**src/rtl/syn_lb_byte_master.sv**
```systemverilog
`default_nettype none
// ============================================================================
// syn_lb_byte_master - byte-stream command parser that masters the local bus
// Rev 1.0
// ============================================================================
module syn_lb_byte_master #(
    parameter int DATA_W     = 32,
    parameter int ADDR_W     = 8,
    parameter int RD_TIMEOUT = 255
) (
    input  logic              clk_ir,
    input  logic              rst_ih,
    input  logic [7:0]        rx_byte_i,
    input  logic              rx_valid_i,
    output logic              rx_ready_o,
    output logic [7:0]        tx_byte_o,
    output logic              tx_valid_o,
    input  logic              tx_ready_i,
    output logic              lb_rd_en_o,
    output logic              lb_wr_en_o,
    output logic [ADDR_W-1:0] lb_addr_o,
    output logic              lb_wr_valid_o,
    output logic [DATA_W-1:0] lb_wr_data_o,
    input  logic              lb_rd_valid_i,
    input  logic [DATA_W-1:0] lb_rd_data_i,
    output logic              busy_o
);
    localparam int         NB       = DATA_W / 8;
    localparam int         CW       = (NB > 1) ? $clog2(NB) : 1;
    localparam logic [7:0] OP_WR    = 8'h01;
    localparam logic [7:0] OP_RD    = 8'h02;
    localparam logic [CW-1:0] LAST_BYTE = CW'(NB - 1);
    localparam logic [15:0]   TMO_LAST  = 16'(RD_TIMEOUT - 1);

    typedef enum logic [2:0] {
        IDLE, GET_ADDR, GET_DATA, ISSUE_WR, ISSUE_RD, WAIT_RD, SEND_STATUS, SEND_DATA
    } state_t;

    state_t            state, state_nxt;
    logic              is_rd, is_rd_nxt;
    logic [ADDR_W-1:0] addr, addr_nxt;
    logic [DATA_W-1:0] data, data_nxt;
    logic [CW-1:0]     cnt, cnt_nxt;
    logic [15:0]       tmo, tmo_nxt;
    logic [7:0]        status, status_nxt;

    logic              rx_ready_nxt, tx_valid_nxt, rd_en_nxt, wr_en_nxt, busy_nxt;
    logic [7:0]        tx_byte_nxt;
    logic [ADDR_W-1:0] lb_addr_nxt;
    logic [DATA_W-1:0] lb_wr_data_nxt;

    logic rx_fire, tx_fire;
    assign rx_fire = rx_valid_i & rx_ready_o;
    assign tx_fire = tx_valid_o & tx_ready_i;

    always_ff @(posedge clk_ir or posedge rst_ih) begin
        if (rst_ih) begin
            state         <= IDLE;
            is_rd         <= 1'b0;
            addr          <= '0;
            data          <= '0;
            cnt           <= '0;
            tmo           <= '0;
            status        <= '0;
            rx_ready_o    <= 1'b0;
            tx_valid_o    <= 1'b0;
            tx_byte_o     <= '0;
            lb_rd_en_o    <= 1'b0;
            lb_wr_en_o    <= 1'b0;
            lb_wr_valid_o <= 1'b0;
            lb_addr_o     <= '0;
            lb_wr_data_o  <= '0;
            busy_o        <= 1'b0;
        end else begin
            state         <= state_nxt;
            is_rd         <= is_rd_nxt;
            addr          <= addr_nxt;
            data          <= data_nxt;
            cnt           <= cnt_nxt;
            tmo           <= tmo_nxt;
            status        <= status_nxt;
            rx_ready_o    <= rx_ready_nxt;
            tx_valid_o    <= tx_valid_nxt;
            tx_byte_o     <= tx_byte_nxt;
            lb_rd_en_o    <= rd_en_nxt;
            lb_wr_en_o    <= wr_en_nxt;
            lb_wr_valid_o <= wr_en_nxt;
            lb_addr_o     <= lb_addr_nxt;
            lb_wr_data_o  <= lb_wr_data_nxt;
            busy_o        <= busy_nxt;
        end
    end

    always_comb begin
        state_nxt  = state;
        is_rd_nxt  = is_rd;
        addr_nxt   = addr;
        data_nxt   = data;
        cnt_nxt    = cnt;
        tmo_nxt    = tmo;
        status_nxt = status;

        case (state)
            IDLE: begin
                if (rx_fire) begin
                    if (rx_byte_i == OP_WR || rx_byte_i == OP_RD) begin
                        is_rd_nxt = (rx_byte_i == OP_RD);
                        state_nxt = GET_ADDR;
                    end else begin
                        is_rd_nxt  = 1'b0;
                        status_nxt = 8'hFF;
                        state_nxt  = SEND_STATUS;
                    end
                end
            end
            GET_ADDR: begin
                if (rx_fire) begin
                    addr_nxt = rx_byte_i[ADDR_W-1:0];
                    cnt_nxt  = '0;
                    state_nxt = is_rd ? ISSUE_RD : GET_DATA;
                end
            end
            GET_DATA: begin
                if (rx_fire) begin
                    data_nxt = (data << 8) | DATA_W'(rx_byte_i);
                    cnt_nxt  = cnt + 1'b1;
                    if (cnt == LAST_BYTE) begin
                        state_nxt = ISSUE_WR;
                    end
                end
            end
            ISSUE_WR: begin
                status_nxt = 8'h00;
                state_nxt  = SEND_STATUS;
            end
            ISSUE_RD: begin
                tmo_nxt   = '0;
                state_nxt = WAIT_RD;
            end
            WAIT_RD: begin
                // A response in the final counted cycle still beats the timeout.
                if (lb_rd_valid_i) begin
                    data_nxt   = lb_rd_data_i;
                    status_nxt = 8'h00;
                    state_nxt  = SEND_STATUS;
                end else if (tmo == TMO_LAST) begin
                    data_nxt   = '0;
                    status_nxt = 8'h01;
                    state_nxt  = SEND_STATUS;
                end else begin
                    tmo_nxt = tmo + 16'd1;
                end
            end
            SEND_STATUS: begin
                if (tx_fire) begin
                    cnt_nxt   = '0;
                    state_nxt = is_rd ? SEND_DATA : IDLE;
                end
            end
            SEND_DATA: begin
                if (tx_fire) begin
                    data_nxt = data << 8;
                    cnt_nxt  = cnt + 1'b1;
                    if (cnt == LAST_BYTE) begin
                        state_nxt = IDLE;
                    end
                end
            end
            default: state_nxt = IDLE;
        endcase

        // Outputs are decoded from the next state so they come straight from flops.
        rx_ready_nxt   = (state_nxt == IDLE) || (state_nxt == GET_ADDR) || (state_nxt == GET_DATA);
        tx_valid_nxt   = (state_nxt == SEND_STATUS) || (state_nxt == SEND_DATA);
        rd_en_nxt      = (state_nxt == ISSUE_RD);
        wr_en_nxt      = (state_nxt == ISSUE_WR);
        busy_nxt       = (state_nxt != IDLE);
        tx_byte_nxt    = 8'h00;
        lb_addr_nxt    = lb_addr_o;
        lb_wr_data_nxt = lb_wr_data_o;
        if (state_nxt == SEND_STATUS) begin
            tx_byte_nxt = status_nxt;
        end else if (state_nxt == SEND_DATA) begin
            tx_byte_nxt = data_nxt[DATA_W-1 -: 8];
        end
        if (rd_en_nxt || wr_en_nxt) begin
            lb_addr_nxt = addr_nxt;
        end
        if (wr_en_nxt) begin
            lb_wr_data_nxt = data_nxt;
        end
    end
endmodule
`default_nettype wire

```
**config.mk**
```make
export PLATFORM = sky130hd
export DESIGN_NAME = syn_lb_byte_master
export DESIGN_NICKNAME = d
export VERILOG_FILES = /design/src/rtl/syn_lb_byte_master.sv
export SDC_FILE = /design/constraint.sdc
export NUM_CORES = 1
export LEC_CHECK = 0
export ABC_AREA = 1
export BUFFER_PORTS_ARGS = -buffer_cell sky130_fd_sc_hd__buf_2
export CORE_MARGIN = 2
export CORE_UTILIZATION = 53
export CTS_BUF_LIST = sky130_fd_sc_hd__clkbuf_8
export CTS_CLUSTER_DIAMETER = 120
export DETAILED_ROUTE_END_ITERATION = 10
export PLACE_DENSITY = 0.74
export SLEW_MARGIN = 20
export SYNTH_ARGS = -nofsm -noshare
export SYNTH_HDL_FRONTEND = slang
export SYNTH_SLANG_ARGS = --single-unit
```
**constraint.sdc**
```tcl
create_clock -name clk_ir -period 7.7 [get_ports clk_ir]
set_input_delay 1.54 -clock clk_ir [delete_from_list [all_inputs] [get_ports clk_ir]]
set_output_delay 1.54 -clock clk_ir [all_outputs]
set_load 0.05 [all_outputs]
```
# After elaboration in Yosys (flattened, before gate mapping)
# Cells that the tools add are included.
dict set report word_totals {
  inputBits 45
  output_inout_bits 54
  regBits 123
  wordCells 92
}
dict set report op_classes {
  n_bitwise 3
  muxes 36
  addsub 2
  reduce_logical 13
  eq_ne 23
}
# op count
set ops {}
lappend ops {{$mux W32} 4}
lappend ops {{$pmux W32 S3} 1}
lappend ops {{$mux W8} 8}
lappend ops {{$mux W3} 12}
lappend ops {{$mux W16} 2}
lappend ops {{$or A32 B8 Y32} 1}
lappend ops {{$pmux W16 S2} 1}
lappend ops {{$pmux W3 S8} 1}
lappend ops {{$pmux W8 S3} 1}
lappend ops {{$eq A3 B3 Y1 const B} 7}
lappend ops {{$add A16 B1 Y16 const B} 1}
lappend ops {{$eq A16 B8 Y1 const B} 1}
lappend ops {{$eq A3 B2 Y1 const B} 4}
lappend ops {{$ne A2 B2 Y1 const B} 6}
lappend ops {{$eq A8 B1 Y1 const B} 1}
lappend ops {{$eq A8 B2 Y1 const B} 1}
lappend ops {{$mux W2} 4}
lappend ops {{$pmux W2 S4} 1}
lappend ops {{$eq A3 B1 Y1 const B} 2}
lappend ops {{$logic_not A3 Y1} 2}
lappend ops {{$logic_or A1 B1 Y1} 5}
lappend ops {{$reduce_and A5 Y1} 1}
lappend ops {{$reduce_bool A4 Y1} 1}
lappend ops {{$reduce_and A3 Y1} 1}
lappend ops {{other kinds (7)} 8}

# Logic depth before layout (Yosys ltp)
# Gate-level depths: netlist of run 1.
dict set report logic_depth {
  word_depth 8
  ltp_mapped 12
  mapped_depth_nobuf 11
}

# Worst setup path before layout of run 1
# Ideal clock, no wire load.
dict set report synth_timing {
  path_kind {input to register}
  from {input rx_valid_i}
  to {register busy_o}
  t_required_ns 7.570
  path_buffers 1
  setup_time_ns 0.130
  setup_slack_ns 4.932
  t_arrival_ns 2.637
  path_stages 10
  cell_sequence {nand2_1 inv_1 clkbuf_1 o21ai_0 nor2_1 nand2_1 nor2_4 inv_2 nor2_1 nand2_1}
}
dict set report synth_via {
  elab_chain_cells 4
  elab_cells_between_ends 6
  classes_between {mux (4); bitwise (1); reduce/logical (1)}
}
# element line
set synth_lines {}
lappend synth_lines {{start: declaration} 14} ;# input logic rx_valid_i,
lappend synth_lines {{$and A1 B1 Y1 *} 53} ;# assign rx_fire = rx_valid_i & rx_ready_o;
lappend synth_lines {{$mux W3 (on tied branches)} {124, 105, 117}}
lappend synth_lines {{$pmux W3 S8 *} 103} ;# case (state)
lappend synth_lines {{net state_nxt[0]} 39} ;# state_t state, state_nxt;
lappend synth_lines {{$reduce_bool A3 Y1 *} 177} ;# busy_nxt = (state_nxt != IDLE);
lappend synth_lines {{net busy_nxt} 47} ;# logic rx_ready_nxt, tx_valid_nxt, rd_en_nxt, wr_en_nxt, busy_nxt;
lappend synth_lines {{end signal: assignment} 90} ;# busy_o <= busy_nxt;
lappend synth_lines {{end: declaration} 26} ;# output logic busy_o
# Mark *: on every way through the listed nets, which the timed path passes. The rest lies on a longest branch.
# A chain may end at the register's enable or synchronous reset.

# Worst setup path after layout of run 1
dict set report layout_timing {
  from {input rx_valid_i}
  to {register lb_addr_o[0]}
}
dict set report layout_via {
  elab_chain_cells 5
  elab_cells_between_ends 10
  classes_between {eq/ne (2); mux (6); bitwise (1); reduce/logical (1)}
}
# element line
set layout_lines {}
lappend layout_lines {{$and A1 B1 Y1 *} 53}
lappend layout_lines {{$mux W3 (on tied branches)} {124, 105, 117}}
lappend layout_lines {{$pmux W3 S8} 103}
lappend layout_lines {{$eq A3 B3 Y1 or $eq A3 B2 Y1 (tied branches)} {175, 176}}
lappend layout_lines {{$logic_or A1 B1 Y1} 186} ;# if (rd_en_nxt || wr_en_nxt) begin
lappend layout_lines {{end signal: assignment} 88} ;# lb_addr_o <= lb_addr_nxt;
lappend layout_lines {{end: declaration} 21} ;# output logic [ADDR_W-1:0] lb_addr_o,
# Every way passes the cells marked *; elsewhere a longest branch is shown, timed or not.

==> results of run 1 <==
[synth_stat cells, drive strengths merged]
cell type / count / area [um^2]
nand3b: 1 / 7.510
a21oi: 22 / 110.1
clkbuf: 2 / 7.510
o31ai: 4 / 30.03
nand4: 3 / 18.77
nand3: 34 / 180.2
and3: 2 / 12.51
mux2: 8 / 90.09
nor2: 76 / 312.8
ha: 3 / 37.54
a31oi: 27 / 168.9
o21ai: 28 / 140.1
nand2: 169 / 646.9
a22oi: 23 / 172.7
buf: 18 / 97.59
a21o: 1 / 7.510
a31o: 1 / 8.760
o22ai: 1 / 6.260
inv: 53 / 198.9
dfrtp: 123 / 3078
a21boi: 1 / 11.26
nor3: 7 / 35.03
xor2: 5 / 43.79
[power by group through the flow]
| stage | Clock [mW] | Combinational [mW] | Sequential [mW] |
|---|---|---|---|
| after floorplan | 0 | 0.470 | 1.09 |
| after global placement | 0 | 0.817 | 0.924 |
| after detailed placement | 0 | 0.838 | 0.929 |
| after CTS | 0.608 | 0.844 | 0.919 |
| after global routing | 0.632 | 0.929 | 0.938 |
| final | 0.597 | 0.840 | 0.919 |
[metrics by stage]
| stage | utilization, % | std cells | setup WS, ps | hold WS (ps) |
|---|---|---|---|---|
| after floorplan | - | 612 | 2889 | 453.3 |
| after global placement | 60.84 | 826 | 4237 | 463.4 |
| after detailed placement | 60.84 | 826 | 4203 | 477.9 |
| after CTS | 65.12 | 858 | 4653 | 494.8 |
| after global routing | 65.12 | 858 | 4453 | 507.9 |
| final | 65.12 | 858 | 4641 | 494.8 |
[kinds of logic after synthesis]
group                    synth area share [%]
adder cells (fa/ha/maj)                0.6923
XOR/XNOR                               0.8075
buffers and inverters                   5.607
AO/OA/AOI/OAI                           12.09
flip-flops                              56.76
multiplexers                            1.661
AND/OR/NAND/NOR                         22.38
[worst max-delay path by stage]
stage	from	to	depth (start not counted)
3_3_place_gp	rx_valid_i	lb_addr_o[6]$_DFFE_PP0P_	9
6_report	rx_valid_i	lb_addr_o[0]$_DFFE_PP0P_	9
5_1_grt	rx_valid_i	tx_byte_o[7]$_DFF_PP0_	10
4_1_cts	rx_valid_i	lb_addr_o[0]$_DFFE_PP0P_	9
2_1_floorplan	rst_ih	addr[0]$_DFF_PP0_	1
3_5_place_dp	rx_valid_i	lb_addr_o[0]$_DFFE_PP0P_	9
[registers in the layout, summed over array words and instances (netlist names), 2 cells and up]
register / count
state: 3
cnt: 2
lb_addr_o: 8
lb_wr_data_o: 32
addr: 8
status: 8
data: 32
tmo: 16
tx_byte_o: 8
[area by class of cell]
cell class	count	area [um^2]	share of cell area, %
tap	133	166.4	2.591
sequential	123	3078	47.92
clock buffer	20	275.3	4.285
inverter	53	201.4	3.136
multi-input combinational	416	2043	31.81
clock inverter	12	146.4	2.279
timing repair buffer	101	513.0	7.986
[per-layer routing]
| metal | vias up | wire, um | GRT usage (%) |
|---|---|---|---|
| met4 | 0 | 136 | 8.286 |
| met5 | - | 0 | 0 |
| met3 | 11 | 877 | 5.614 |
| met2 | 186 | 6008 | 35.81 |
| li1 | 2220 | - | - |
| met1 | 2243 | 5770 | 34.95 |
[worst min-delay path, delay by kind of cell (launching register included)]
| kind | cells | cell delay (ps) |
|---|---|---|
| flip-flops | 1 | 340 |
| AND/OR/NAND/NOR | 2 | 120 |
==> summary.txt, run 1 <==
Setup path
  • FF-to-FF path depth: 9
  • CP Buf/Inv Count: 4
  • Critical path required time: 8020 ps
  • Top cell by count, worst path: inv_2
  • CP Max Fanout: 59
  • Slowest cell on crit path: buf_4
  • CP startpoint kind: primary input
  • FF-to-FF End: lb_addr_o[0]$_DFFE_PP0P_
  • CP Class: in -> reg
  • Crit-path leading delay family: buffers and inverters
  • Worst-path cell chain: buf_2, nand2_1, nor2_1, inv_2, nor2_4, buf_4, inv_2, nand2_2, mux2_2
  • Register-to-register setup slack: 5140 ps
  • Data arrival, critical path: 3370 ps
  • Reg2Reg Launch Point: state[0]$_DFF_PP0_
  • Crit-path max cell delay: 470 ps
  • Worst setup EP type: flop

Global route
  • GRT Total Usage: 24.12%
  • Vias in the first global route: 4345
  • Initial antenna violation count: 0
  • First-pass GRT wire length: 21110 um
  • Pin count of the biggest net entering global routing: 80
  • Congestion Overflow GR: 0

Power
  • Net Sw Frac: 41.50%
  • Switch Pwr: 0.9780 mW
  • Sequential Power Share: 39.0%
  • Power share of the combinational group: 35.7%
  • Worst-case vdd ir drop: 0.0002590 V
  • Power per cell area: 366.9 nW/um^2
  • Clock share of power: 25.3%
  • Power Total: 2.357 mW
  • Pint: 1.379 mW
  • Leakage: 3.473 nW

Floorplan
  • Row cnt: 36
  • DIE AREA: 11060 um^2
  • Die width: 105.2 um
  • Starting density of the core: 54.97%
  • Die height: 105.2 um
  • Core footprint: 9864 um^2
  • # IOs: 99

Layout
  • Antenna Cells: 0
  • Commonest non-fill, non-tap cells in the layout: 164 x nand2_1, 123 x dfrtp_1, 98 x buf_2, 70 x nor2_1, 48 x inv_1
  • Layout cells sized above 1: 22.21%
  • Fill cells: 842
  • Nets: 760
  • Fin area: 6424 um^2
  • Area delta synth->final: 18.46%
  • Commonest non-fill, non-tap cell in the layout: nand2_1

Timing
  • Part of the cycle the worst path needs: 39.73%
  • Min Clock Period, post-route: 3059 ps
  • RSZ-0062 raised after global routing: false
  • Max Fclk: 326.9 MHz
  • Hold Fails Final Rpt: 0
  • Setup-failing EPs final: 0
  • Layout Skew: 8.784 ps
  • Total negative slack: 0 ps
  • Relative slew slack: 35.60%
  • Slew Limit Fails: 0
  • Worst-Margin Slew: 966.0 ps

Route
  • Router iterations before antenna repair: 5
  • Post-route ant nets: 0
  • DR vias: 4660
  • Drt drc: 0
  • Vias per Instance: 5.431
  • DRT iter0 DRCs: 294
  • Routed wire length: 12790 um
  • Post-DR wirelength/cell: 14.91 um

Flow run
  • Max-cap violations: 0

CTS
  • Clock sink total: 123
  • Total CTS buffers: 17
  • Post-CTS Setup Repair Bufs: 0
  • Root buffer cell: clkbuf_8
  • H-tree depth: 4
  • Clock-pin slew on the worst setup and hold paths: 70 ps
  • Worst skew pair latency: 430 ps
  • Post-CTS Hold Fix Bufs: 0
  • CTS tree: built
  • Clk buf depth: 2
  • Post-CTS sizing: 0

Place
  • DP HPWL: 8980 um
  • Placed Area: 6002 um^2
  • Routability cong.: 0.8858
  • Port buffer count: 98

Logic synthesis
  • Post-Syn Area: 5423 um^2
  • Mean area per synthesized cell: 8.861 um^2
  • Seq/Total Area, Yosys: 56.76%
  • Post-synthesis register bit count: 123
  • Mapped Cells: 612
  • Synthesized Nets: 660
  • Ys Warns: 0
  • Synth unique cells: 30

Worst hold path
  • Cells on Worst Hold Path: 2
  • Sink of the worst hold path: data[20]$_DFF_PP0_
  • Hold crit path type: reg -> reg
  • Hold wc startpoint: data[20]$_DFF_PP0_

Run status
  • Status: finished clean
Power figures use the tool's default switching activity.
==> run 2: changes to the inputs <==
- CORE_UTILIZATION: 53 -> 52
- PLACE_DENSITY: 0.74 -> 0.76
- clock period: 7.7 -> 2.7 ns (I/O delays scaled with it)
==> run 2 against run 1 <==
Net effect: clock power rose to 3.0 times the previous value; design area up 1.1%; final cell count up 0.58%; register-to-register slack worse by 4600 ps; critical endpoint is now lb_addr_o[4]$_DFFE_PP0P_; clock skew up 7.9 ps; first-iteration DRC count up 5.1%; sequential cell count unchanged; sequential share of layout area down 0.53 points; die area up 1.9%; clock-buffer cell count down 3; critical path depth down 1; global-route usage down 0.34 points.
==> summary.txt, run 2 (synthesis gave the netlist of run 1 again) <==
Floorplan
  • Row cnt: 37
  • Die width: 106.1 um
  • DIE AREA: 11260 um^2
  • Die height: 106.1 um
  • Starting density of the core: 53.00%
  • # IOs: 99
  • Core footprint: 10230 um^2

Timing
  • Hold slack: 274.7 ps
  • Layout Skew: 16.70 ps
  • Max Fclk: 454.7 MHz
  • Total negative slack: 0 ps
  • Min Clock Period, post-route: 2199 ps
  • Part of the cycle the worst path needs: 81.46%
  • RSZ-0062 raised after global routing: false
  • Hold Fails Final Rpt: 0
  • Fin worst setup slack: 500.5 ps
  • Slew Limit Fails: 0
  • Setup-failing EPs final: 0
  • Worst-Margin Slew: 640.7 ps
  • Relative slew slack: 57.29%

Setup path
  • Data arrival, critical path: 2530 ps
  • Top cell by count, worst path: inv_2
  • Critical path required time: 3030 ps
  • Slowest cell on crit path: dfrtp_1
  • CP Max Fanout: 13
  • Worst setup EP type: flop
  • Worst-path cell chain: inv_2, nand3_2, nor2_1, inv_2, nor2_4, inv_2, nand2_2, mux2_2
  • CP Class: reg -> reg
  • CP startpoint kind: flop
  • Crit-path leading delay family: simple AND/OR/NAND/NOR gates
  • CP Buf/Inv Count: 3
  • Crit-path max cell delay: 440 ps

CTS
  • Clk buf depth: 2
  • Clock sink total: 123
  • Post-CTS sizing: 0
  • Post-CTS Setup Repair Bufs: 0
  • CTS tree: built
  • Post-CTS Hold Fix Bufs: 0
  • Total CTS buffers: 17
  • Clock-pin slew on the worst setup and hold paths: 80 ps
  • Root buffer cell: clkbuf_8
  • H-tree depth: 4
  • Worst skew pair latency: 440 ps

Run status
  • Status: finished clean

Layout
  • Fill cells: 857
  • Area delta synth->final: 19.77%
  • Antenna Cells: 0
  • Layout cells sized above 1: 22.70%
  • Nets: 762
  • Biggest regs: data (32), lb_wr_data_o (32), tmo (16)
  • Commonest non-fill, non-tap cells in the layout: 164 x nand2_1, 123 x dfrtp_1, 98 x buf_2, 70 x nor2_1, 46 x inv_1
  • Commonest non-fill, non-tap cell in the layout: nand2_1
  • Non-Filler Instances: 863

Power
  • Power per cell area: 1059 nW/um^2
  • Worst-case vdd ir drop: 0.0007139 V
  • Leakage: 3.487 nW

Global route
  • GRT Total Usage: 23.78%
  • Initial antenna violation count: 0
  • First-pass GRT wire length: 21020 um
  • Vias in the first global route: 4519
  • Congestion Overflow GR: 0
  • Pin count of the biggest net entering global routing: 124

Place
  • DP HPWL: 8995 um
  • Port buffer count: 98
  • Routability cong.: 0.9038
  • Dpl ws: 373.8 ps
  • Placed Cells: 831

Route
  • DRT iter0 DRCs: 309
  • Routed wire length: 12790 um
  • DR vias: 4629
  • Post-route ant nets: 0
  • Router iterations before antenna repair: 5
  • Post-DR wirelength/cell: 14.82 um
  • Drt drc: 0
  • Vias per Instance: 5.364

Flow run
  • Max-cap violations: 0

Worst hold path
  • Hold crit path type: in -> async
run 2: final timing paths:
path,start,end,slack (ps),cells after the start
setup / recovery,state[0]$_DFF_PP0_,lb_addr_o[4]$_DFFE_PP0P_,500,8
setup reg to reg,state[0]$_DFF_PP0_,lb_addr_o[4]$_DFFE_PP0P_,500,8
min in group clk_ir,lb_rd_data_i[3],data[3]$_DFF_PP0_,350,3
hold / removal,rst_ih,status[4]$_DFF_PP0_,270,3
hold reg to reg,cnt[1]$_DFFE_PP0P_,cnt[1]$_DFFE_PP0P_,500,2
max in group asynchronous,rst_ih,state[2]$_DFF_PP0_,1930,3
run 2: metrics by stage:
step / power (mW) / area [um^2] / utilization (%)
5_1_grt: 7.293 / 6495 / 63.48
2_1_floorplan: 4.450 / 5426 / -
4_1_cts: 6.900 / 6495 / 63.48
6_report: 6.878 / 6495 / 63.48
3_3_place_gp: 5.024 / 6060 / 59.23
3_5_place_dp: 5.099 / 6060 / 59.23
run 2: tightest hold or removal path, stage by stage:
cell,delay [ps]
buf_2,110
clkinvlp_4,70
buf_12,450
run 2: power by group:
part / internal, mW / switching [mW]
Sequential: 2.34 / 0.267
Combinational: 0.657 / 1.82
Clock: 0.950 / 0.840
Total: 3.95 / 2.93
run 2: final cells by class:
type | instances | area (um^2) | share of cell area (%)
flip-flops and latches | 123 | 3078 | 47.39
multi-input cells | 416 | 2043 | 31.46
repair buffers | 103 | 565.5 | 8.707
clock buffers | 17 | 234.0 | 3.602
inverters | 53 | 202.7 | 3.121
clock inverters | 15 | 201.4 | 3.102
well taps | 136 | 170.2 | 2.620
run 2: metal layers:
layer	wire, um	part of all wire, %	GRT usage, %
met1	5656	44	31.96
met4	266	2.1	10.15
met3	716	5.6	5.334
met2	6147	48	37.36
met5	0	0	0
==> run 3: changes to the inputs <==
- ABC_AREA: 1 -> 0
- clock period: 2.7 -> 2 ns (I/O delays scaled with it)
==> run 3 against run 2 <==
Net effect: the run now ends with setup timing left; critical path depth increased by 1; clock-buffer cell count unchanged; clock power increased by 27%; sequential share of layout area decreased by 4.9 points; die area decreased by 2.6%; synthesized cell count decreased by 21%; setup slack got worse by 970 ps; sequential cell count unchanged; non-clock buffer count increased by 82; area after synthesis decreased by 2.7%; fmax decreased by 11%.
==> summary.txt, run 3 <==
Run status
  • Status: finished, violations left
  • Failing checks: setup timing

Timing
  • Min Clock Period, post-route: 2470 ps
  • RSZ-0062 raised after global routing: true
  • Fin worst setup slack: -469.7 ps
  • Layout Skew: 10.18 ps
  • Slew Limit Fails: 0
  • Worst-Margin Slew: 949.3 ps
  • Max Fclk: 404.9 MHz
  • Hold slack: 149.0 ps
  • Setup-failing EPs final: 100
  • Relative slew slack: 36.48%
  • Part of the cycle the worst path needs: 123.5%
  • Hold Fails Final Rpt: 0

Place
  • Placed Cells: 755
  • Routability cong.: 0.8777
  • Port buffer count: 98
  • DP HPWL: 9348 um

Setup path
  • Critical path required time: 2310 ps
  • CP startpoint kind: flop
  • Crit-path max cell delay: 480 ps
  • Worst-path cell chain: inv_2, ha_1, or4b_4, nor4_4, o22ai_4, buf_12, a222oi_1, buf_4, o21ai_1
  • Reg2Reg Launch Point: tmo[0]$_DFFE_PP0P_
  • FF-to-FF End: lb_wr_data_o[3]$_DFFE_PP0P_
  • CP Max Fanout: 13
  • Slowest cell on crit path: or4b_4
  • FF-to-FF path depth: 9
  • CP Class: reg -> reg
  • Worst setup EP type: flop
  • Data arrival, critical path: 2780 ps
  • Register-to-register setup slack: -470 ps

Global route
  • Initial antenna violation count: 0
  • Vias in the first global route: 4645
  • Congestion Overflow GR: 0
  • First-pass GRT wire length: 22960 um
  • GRT Total Usage: 26.55%
  • Pin count of the biggest net entering global routing: 124

Logic synthesis
  • Mean area per synthesized cell: 10.94 um^2
  • Top post-synthesis cells by area: dfrtp_1 58%, a222oi_1 6.3%, o21ai_0 4.1%
  • Post-synth top flop: dfrtp_1
  • Seq/Total Area, Yosys: 58.36%
  • Post-synth top cells: 123 x dfrtp_1, 53 x inv_1, 51 x nand2_1
  • Post-synthesis register bit count: 123
  • Post-Syn Area: 5274 um^2
  • Synth unique cells: 56
  • Mapped Cells: 482
  • Post-synth EDFFs: 0
  • Share of the synthesized area in the top cell type: 58.36%
  • Synthesized Nets: 530
  • Ys async rst share: 100.0%
  • Most common cell in the netlist: dfrtp_1
  • Post-synth top area cell: dfrtp_1
  • Ys Warns: 0

Floorplan
  • Row cnt: 36
  • # IOs: 99
  • Die height: 104.7 um
  • Core footprint: 9819 um^2
  • Die width: 104.7 um
  • Starting density of the core: 53.71%
  • DIE AREA: 10960 um^2

Route
  • Post-DR wirelength/cell: 17.80 um
  • Router iterations before antenna repair: 8
  • DRT iter0 DRCs: 311
  • Routed wire length: 14350 um
  • Post-route ant nets: 0
  • Drt drc: 0
  • Vias per Instance: 5.684
  • DR vias: 4581

CTS
  • Clock-pin slew on the worst setup and hold paths: 80 ps
  • Clock sink total: 123
  • Clk buf depth: 2
  • Root buffer cell: clkbuf_8
  • CTS tree: built
  • Worst skew pair latency: 420 ps
  • Post-CTS Hold Fix Bufs: 0
  • Total CTS buffers: 17
  • H-tree depth: 4

Layout
  • Antenna Cells: 0
  • Nets: 708
  • Commonest non-fill, non-tap cells in the layout: 122 x dfrtp_1, 98 x buf_2, 71 x buf_4, 51 x inv_1, 49 x nand2_1
  • Biggest regs: data (32), lb_wr_data_o (32), tmo (16)
  • Commonest non-fill, non-tap cell in the layout: dfrtp_1
  • Layout cells sized above 1: 41.31%
  • Fill cells: 695
  • Non-Filler Instances: 806
  • Area delta synth->final: 37.51%

Flow run
  • Max-cap violations: 0

Power
  • Power per cell area: 1372 nW/um^2
  • Worst-case vdd ir drop: 0.0006902 V
  • Leakage: 3.734 nW

Worst hold path
  • Hold crit path type: in -> async
run 3: layout make-up:
class | count | area (um^2) | area share [%]
flip-flops and latches | 123 | 3079 | 42.46
well taps | 133 | 166.4 | 2.295
clock buffers | 17 | 234.0 | 3.226
inverters | 53 | 202.7 | 2.795
clock inverters | 15 | 178.9 | 2.467
multi-input cells | 280 | 2126 | 29.31
repair buffers | 185 | 1265 | 17.44
run 3: cells by family after synthesis:
logic type	after synthesis	share of synthesized area, %
AND/OR/NAND/NOR	123	11.96
flip-flops	123	58.36
AO/OA/AOI/OAI	121	16.82
buffers and inverters	80	5.955
multiplexers	20	4.199
XOR/XNOR	12	1.993
adder cells (fa/ha/maj)	3	0.7118
run 3: worst max path at each step:
stage	cells past startpoint	endpoint	start
2_1_floorplan	7	tx_byte_o[0]$_DFF_PP0_	tmo[0]$_DFFE_PP0P_
5_1_grt	8	lb_wr_data_o[15]$_DFFE_PP0P_	tmo[0]$_DFFE_PP0P_
3_3_place_gp	7	tx_byte_o[0]$_DFF_PP0_	tmo[0]$_DFFE_PP0P_
4_1_cts	9	lb_wr_data_o[31]$_DFFE_PP0P_	tmo[0]$_DFFE_PP0P_
3_5_place_dp	7	tx_byte_o[0]$_DFF_PP0_	tmo[0]$_DFFE_PP0P_
6_report	9	lb_wr_data_o[3]$_DFFE_PP0P_	tmo[0]$_DFFE_PP0P_
run 3: through the flow:
step	power, mW	setup TNS, ps	setup slack [ps]	area [um^2]	util (%)
after floorplan	5.577	-15080	-270.2	5280	-
after global placement	6.773	-23630	-387.6	6431	65.49
after detailed placement	6.907	-30700	-447.0	6431	65.49
after CTS	9.661	-23680	-370.5	7106	72.36
after global routing	10.45	-43260	-572.0	7252	73.85
final	9.951	-32780	-469.7	7252	73.85
run 3: worst max-delay path, delay by kind of cell, from the launching register on:
kind / cells / cell delay, ps
buf+inv: 3 / 460
flops: 1 / 400
simple gates: 2 / 750
compound gates: 3 / 610
fa+ha+maj: 1 / 130
run 3: layer usage:
| layer | global-route usage [%] | vias to the layer above | wire length (um) |
|---|---|---|---|
| li1 | - | 2104 | - |
| met1 | 34.04 | 2268 | 5735 |
| met2 | 43.79 | 188 | 7384 |
| met3 | 7.299 | 21 | 1017 |
| met4 | 8.952 | 0 | 208 |
| met5 | 0 | - | 0 |
run 3: report_power, final:
| group | switching, mW | internal [mW] |
|---|---|---|
| logic | 2.40 | 1.79 |
| clock network | 1.13 | 1.16 |
| registers | 0.357 | 3.13 |
| total | 3.88 | 6.07 |
run 3: timing repair:
item | CTS | global route
cloned | 1 | 0
pin swaps | 24 | 32
resized for setup | 50 | 30
setup endpoints to repair | 99 | 108
buffers inserted | 10 | 8
